## config.mk

```make
export PLATFORM = sky130hd
export DESIGN_NAME = if_fetch_queue
export DESIGN_NICKNAME = d
export VERILOG_FILES = /design/src/rtl/if_fetch_queue_pkg.sv /design/src/rtl/if_fetch_queue_fifo.sv /design/src/rtl/if_fetch_queue.sv
export SDC_FILE = /design/constraint.sdc
export NUM_CORES = 1
export LEC_CHECK = 0
export BUFFER_PORTS_ARGS = -buffer_cell sky130_fd_sc_hd__buf_2
export CAP_MARGIN = 10
export CORE_ASPECT_RATIO = 1.4
export CORE_UTILIZATION = 62
export CTS_BUF_LIST = sky130_fd_sc_hd__clkbuf_4 sky130_fd_sc_hd__clkbuf_8 sky130_fd_sc_hd__clkbuf_16
export DETAILED_ROUTE_END_ITERATION = 16
export PLACE_DENSITY = 0.88
export SLEW_MARGIN = 15
export SYNTH_ARGS = -nofsm -noshare
export SYNTH_HDL_FRONTEND = slang
export SYNTH_SLANG_ARGS = --single-unit
```

## constraint.sdc

```tcl
create_clock -name clk -period 8.7 [get_ports clk]
set_input_delay 1.74 -clock clk [delete_from_list [all_inputs] [get_ports clk]]
set_output_delay 1.74 -clock clk [all_outputs]
set_load 0.05 [all_outputs]
```

## src/rtl/if_fetch_queue_pkg.sv

```systemverilog
// Shared definitions for the IF-stage fetch queue: bus widths, FSM encodings,
// default queue depth and the queued {pc, inst} entry layout.
package if_fetch_queue_pkg;

  localparam int unsigned InstAddrBus = 32;
  localparam int unsigned InstBus     = 32;
  localparam int unsigned RegBus      = 32;

  localparam int unsigned     IfFifoDepth = 4;
  localparam logic [InstBus-1:0] NopInst  = 32'h0;

  typedef enum logic [1:0] {
    IfIdle    = 2'b00,
    IfWait    = 2'b01,
    IfDiscard = 2'b10
  } if_state_e;

  typedef struct packed {
    logic [InstAddrBus-1:0] pc;
    logic [InstBus-1:0]     inst;
  } fetch_entry_t;

endpackage

```

## src/rtl/if_fetch_queue_fifo.sv

```systemverilog
// Synchronous FIFO of fetched {pc, inst} entries with push/pop/clear.
// Pointers carry one extra wrap bit so full and empty are distinguishable.
module if_fifo
  import if_fetch_queue_pkg::*;
#(
  parameter int unsigned DEPTH = IfFifoDepth,
  parameter int unsigned PTR_W = 2
) (
  input  logic         clk,
  input  logic         rst,
  input  logic         clear,
  input  logic         push,
  input  fetch_entry_t push_data,
  input  logic         pop,
  output fetch_entry_t head,
  output logic         full,
  output logic         empty,
  output logic [PTR_W:0] count
);

  fetch_entry_t   mem [DEPTH];
  logic [PTR_W:0] wr_q, rd_q;
  logic           do_push, do_pop;

  assign full    = (wr_q[PTR_W] != rd_q[PTR_W]) && (wr_q[PTR_W-1:0] == rd_q[PTR_W-1:0]);
  assign empty   = (wr_q == rd_q);
  assign count   = wr_q - rd_q;
  assign head    = mem[rd_q[PTR_W-1:0]];
  // A simultaneous pop makes room, so a push into a full queue is accepted.
  assign do_pop  = pop && !empty;
  assign do_push = push && (!full || do_pop);

  always_ff @(posedge clk or negedge rst) begin
    if (!rst) begin
      wr_q <= '0;
      rd_q <= '0;
    end else if (clear) begin
      wr_q <= '0;
      rd_q <= '0;
    end else begin
      if (do_push) wr_q <= wr_q + 1'b1;
      if (do_pop)  rd_q <= rd_q + 1'b1;
    end
  end

  always_ff @(posedge clk) begin
    if (do_push && !clear) mem[wr_q[PTR_W-1:0]] <= push_data;
  end

endmodule

```

## src/rtl/if_fetch_queue.sv

```systemverilog
// IF-stage fetch engine: issues single outstanding imem requests, queues
// returned {pc, inst} pairs and feeds IF/ID. IF_FETCH_PERF_EN adds perf counters.
module if_fetch_queue
  import if_fetch_queue_pkg::*;
#(
  parameter int unsigned DEPTH = IfFifoDepth,
  parameter int unsigned PTR_W = 2
) (
  input  logic                   clk,
  input  logic                   rst,
  input  logic                   ce,
  input  logic [InstAddrBus-1:0] pc,
  input  logic [5:0]             stall,
  input  logic                   flush,
  output logic                   imem_req,
  output logic [InstAddrBus-1:0] imem_addr,
  input  logic                   imem_ack,
  input  logic [InstBus-1:0]     imem_rdata,
  output logic [InstAddrBus-1:0] id_pc,
  output logic [InstBus-1:0]     id_inst,
  output logic                   id_valid,
  output logic                   stallreq_if
`ifdef IF_FETCH_PERF_EN
  ,
  output logic [RegBus-1:0]      perf_wait_cycles,
  output logic [15:0]            perf_flush_drops
`endif
);

  if_state_e              state_q, state_d;
  logic                   req_q, req_d;
  logic [InstAddrBus-1:0] addr_q, addr_d;
  logic                   push, pop;
  logic                   fifo_full, fifo_empty;
  logic [PTR_W:0]         fifo_count;
  fetch_entry_t           head, push_data;
  logic                   unused_stall;

  assign unused_stall = ^{stall[5:2], stall[0]};
  assign imem_req     = req_q;
  assign imem_addr    = addr_q;
  assign push_data    = '{pc: addr_q, inst: imem_rdata};
  assign pop          = !flush && !stall[1] && !fifo_empty;

  if_fifo #(.DEPTH(DEPTH), .PTR_W(PTR_W)) u_fifo (
    .clk       (clk),
    .rst       (rst),
    .clear     (flush),
    .push      (push),
    .push_data (push_data),
    .pop       (pop),
    .head      (head),
    .full      (fifo_full),
    .empty     (fifo_empty),
    .count     (fifo_count)
  );

  always_ff @(posedge clk or negedge rst) begin
    if (!rst) begin
      state_q <= IfIdle;
      req_q   <= 1'b0;
      addr_q  <= '0;
    end else begin
      state_q <= state_d;
      req_q   <= req_d;
      addr_q  <= addr_d;
    end
  end

  always_comb begin
    state_d     = state_q;
    req_d       = req_q;
    addr_d      = addr_q;
    push        = 1'b0;
    stallreq_if = 1'b0;
    case (state_q)
      IfIdle: begin
        stallreq_if = fifo_full;
        if (ce && !flush && (!fifo_full || pop)) begin
          state_d = IfWait;
          req_d   = 1'b1;
          addr_d  = pc;
        end
      end
      IfWait: begin
        stallreq_if = !imem_ack;
        if (imem_ack) begin
          state_d = IfIdle;
          req_d   = 1'b0;
          push    = !flush;
        end else if (flush) begin
          state_d = IfDiscard;
          req_d   = 1'b0;
        end
      end
      IfDiscard: begin
        stallreq_if = 1'b1;
        if (imem_ack) state_d = IfIdle;
      end
      default: begin
        state_d = IfIdle;
        req_d   = 1'b0;
      end
    endcase
  end

  always_ff @(posedge clk or negedge rst) begin
    if (!rst) begin
      id_pc    <= '0;
      id_inst  <= NopInst;
      id_valid <= 1'b0;
    end else if (flush) begin
      id_inst  <= NopInst;
      id_valid <= 1'b0;
    end else if (!stall[1]) begin
      if (!fifo_empty) begin
        id_pc    <= head.pc;
        id_inst  <= head.inst;
        id_valid <= 1'b1;
      end else begin
        id_inst  <= NopInst;
        id_valid <= 1'b0;
      end
    end
  end

`ifdef IF_FETCH_PERF_EN
  // Drops on flush: everything queued plus the request still in flight.
  logic [16:0] drop_sum;
  assign drop_sum = {1'b0, perf_flush_drops} + 17'(fifo_count) + 17'(state_q == IfWait);

  always_ff @(posedge clk or negedge rst) begin
    if (!rst) begin
      perf_wait_cycles <= '0;
      perf_flush_drops <= '0;
    end else begin
      if (stallreq_if && (perf_wait_cycles != '1))
        perf_wait_cycles <= perf_wait_cycles + 1'b1;
      if (flush)
        perf_flush_drops <= drop_sum[16] ? '1 : drop_sum[15:0];
    end
  end
`else
  logic unused_fifo_count;
  assign unused_fifo_count = ^fifo_count;
`endif

endmodule

```

==> run_results.csv <==
group,metric,value,unit
worst_setup_path,cp-end-kind,"primary output",
timing,relSlewSlack,30.16,%
floorplanning,num_rows,63,
floorplanning,die_y,175.7,µm
clocking,ctsHoldBuffers,0,
global_routing,antenna_found_initial,1,
synthesis,synth_cell_types,32,
synthesis,synth_area,13370,µm²
place,preCtsSetupSlack,4.409,ns
layout,final.fill_count,1191,
worst_setup_path,rrSetupSlack,5.18,ns
routing,wirelength,25.39,mm
layout,regArea,10350,µm²
timing,finalCriticalPeriod,4.385,ns
clocking,htree_num_levels,1,
layout,syn2layout_area_growth,15.89,%
timing,fin_skew,0.01181,ns
run_status,status,"finished, final reports clean",
place,placedInstanceArea,14450,µm²
worst_hold_path,min-delay-start,"id_pc[13]$_DFFE_PN0P_",
worst_hold_path,hold_path_class,"register to register",
routing,firstDrtPassIters,5,
global_routing,gr-total-overflow,0,
worst_setup_path,reg2reg_to,"id_pc[31]$_DFFE_PN0P_",
layout,design_area,15490,µm²
global_routing,grt_pass1_vias,7274,
floorplanning,ios,174,
clocking,path_clk_slew,0.06,ns
place,port_buffers,168,
place,place_hpwl,14.20,mm
layout,fin_nets,892,
layout,layout-drive-gt1-share,36.72,%
run,cap_violations,0,
place,place_inst,1039,
timing,fmax,228.1,MHz
synthesis,synth-seq-area-share,77.36,%
routing,dr_total_vias,6672,
routing,routedWlPerCell,23.17,µm
clocking,root_buffer,"clkbuf_16",
worst_setup_path,worstSetupPathType,"register to primary output",
pwr,leakagePower,5.776,nW
global_routing,grt_max_degree,79,
pwr,power-per-cell-area,280.4,nW/µm²
floorplanning,die-area,22160,µm²
timing,setup_violations,0,
global_routing,grt_pass1_wl,39.65,mm
synthesis,yosys_warnings,0,
clocking,cts_max_path_buffers,3,
timing,worst_pin_slew,1.048,ns
synthesis,avgSynthCellArea,20.92,µm²
clocking,postCtsSetupRepairBufs,0,
timing,fin_setup_tns,0,ns
layout,num_antenna_cells,0,
worst_setup_path,worstRegToRegCells,5,
worst_setup_path,worst_setup_path_start_kind,"register",
clocking,cts_resized,0,
worst_hold_path,min_to,"id_pc[13]$_DFFE_PN0P_",
routing,ant_nets,0,
worst_setup_path,worstPathMaxFanout,67,
synthesis,ys_ff_latch,362,
timing,final_max_slew_viol_count,0,
routing,drt_iter0_markers,500,
floorplanning,die_w,126.1,µm
layout,layout.cells.non_filler,1096,
worst_setup_path,cp.arrival,2.64,ns
worst_hold_path,hold_depth,1,
floorplanning,core,21130,µm²
routing,vias_per_cell,6.088,
clocking,cts_tree,"built",
synthesis,synth_nets,719,
place,gp_congestion,0.7258,
clocking,clock_sinks,362,
timing,finalCritPeriodShare,50.40,%
worst_setup_path,rr_startpoint,"u_fifo.rd_q[1]$_DFFE_PN0P_",
routing,remaining_drc_errors,0,
timing,rsz0062_at_grt,"no",
clocking,cts_made_buffers,31,
timing,hold_violations,0,
layout,multi_input_area,2880,µm²
synthesis,synth_cells,639,
timing,setup_ws,4.315,ns
global_routing,grt_usage,23.86,%
worst_setup_path,critPathRequiredTime,6.96,ns
pwr,vdd_drop_max,0.3054,mV
clocking,clk_latency,0.54,ns
floorplanning,initial_core_util,63.27,%
cell families after synthesis:
kind of cell               Yosys count  share of synthesized area, %
buffers and inverters               38                         1.339
xor gates and xnor gates             5                        0.3276
DFF                                362                         77.36
muxes                              129                         16.25
and+or+nand+nor                     57                         1.938
AOI/OAI and AO/OA                   43                         2.321
adders and majority gates            5                        0.4680
layout make-up:
cell class | instances | area share (%)
repair buffers | 173 | 5.711
clock buffers | 49 | 6.082
multi-input cells | 239 | 18.59
clock inverters | 8 | 0.5816
inverters | 5 | 0.1292
flip-flops and latches | 362 | 66.80
well taps | 260 | 2.100
where the power goes:
| group | total [mW] | internal [mW] | switching (mW) |
|---|---|---|---|
| clock | 1.37 | 0.800 | 0.569 |
| sequential | 2.15 | 2.02 | 0.129 |
| combinational | 0.826 | 0.228 | 0.598 |
metrics by stage:
step                      utilization (%)  total power [mW]  hold slack [ns]
after floorplan                         -             2.770           0.5034
after CTS                           73.31             4.373           0.4948
after global routing                73.32             4.486           0.5244
after global placement              68.42             2.974           0.4707
final                               73.32             4.343           0.4863
after detailed placement            68.42             3.012           0.4784
state kept, by name, indices dropped and copies added (netlist names):
| signal | count |
|---|---|
| id_pc | 32 |
| u_fifo.mem | 256 |
| imem_req | 1 |
| u_fifo.wr_q | 3 |
| id_inst | 32 |
| id_valid | 1 |
| imem_addr | 32 |
| state_q | 2 |
| u_fifo.rd_q | 3 |
worst max-delay path by stage:
stage,start,cells after the start,endpoint
final,u_fifo.rd_q[1]$_DFFE_PN0P_,4,stallreq_if
after global routing,u_fifo.rd_q[1]$_DFFE_PN0P_,4,stallreq_if
after CTS,u_fifo.rd_q[1]$_DFFE_PN0P_,4,stallreq_if
after detailed placement,flush,6,u_fifo.mem[3][6]$_DFFE_PP_
after global placement,flush,6,u_fifo.mem[3][31]$_DFFE_PP_
after floorplan,imem_ack,1,stallreq_if
Yosys cell counts:
| cell | n | area [µm²] |
|---|---|---|
| edfxtp_1 | 256 | 7687 |
| dfrtp_1 | 106 | 2653 |
| mux4_2 | 64 | 1441 |
| mux2_1 | 59 | 664.4 |
| nor2_1 | 37 | 138.9 |
| a22oi_1 | 32 | 240.2 |
| buf_2 | 17 | 85.08 |
| clkbuf_1 | 12 | 45.04 |
| nand2_1 | 6 | 22.52 |
| ha_1 | 5 | 62.56 |
| inv_1 | 5 | 18.77 |
| mux2_2 | 5 | 56.30 |
| and3_1 | 4 | 25.02 |
| buf_4 | 4 | 30.03 |
| xnor2_1 | 4 | 35.03 |
| a21oi_1 | 3 | 15.01 |
| nand3_1 | 3 | 15.01 |
| a31oi_1 | 2 | 12.51 |
| nand4_2 | 2 | 25.02 |
| a21bo_1 | 1 | 10.01 |
| a31o_1 | 1 | 8.760 |
| and2_1 | 1 | 6.260 |
| mux2i_1 | 1 | 10.01 |
| nand2b_1 | 1 | 6.260 |
| nand3b_1 | 1 | 7.510 |
| nor3_1 | 1 | 5.000 |
| nor3b_1 | 1 | 7.510 |
| o21ai_0 | 1 | 5.000 |
| o21ai_1 | 1 | 5.000 |
| o22ai_1 | 1 | 6.260 |
| o31ai_1 | 1 | 7.510 |
| xor2_1 | 1 | 8.760 |
cell usage in the layout, fill, tap and decap left out, types with 5 or more instances in the layout:
cell type	synthesis	final
edfxtp_1	256	256
mux4_2	64	64
mux2_1	59	59
buf_4	4	5
nand2_1	6	5
clkbuf_4	0	13
nor2_1	37	37
mux2_2	5	5
clkbuf_8	0	5
clkbuf_16	0	31
buf_2	17	167
ha_1	5	5
a22oi_1	32	32
dfrtp_1	106	104
worst max-delay path, stage by stage, from the launching register on:
cell and delay [ns]:
dfrtp_4 1.13, xnor2_1 0.32, a31oi_1 0.15, o22ai_1 0.18, buf_2 0.31
metal layers:
metal	up-vias	global-route usage [%]	share of wire [%]
li1	2885	-	-
met1	3460	28.79	36
met2	266	42.66	55
met3	59	4.478	6.5
met4	2	9.287	2.4
met5	-	0	0.051
Note: power is estimated with default switching activity, not from simulation.
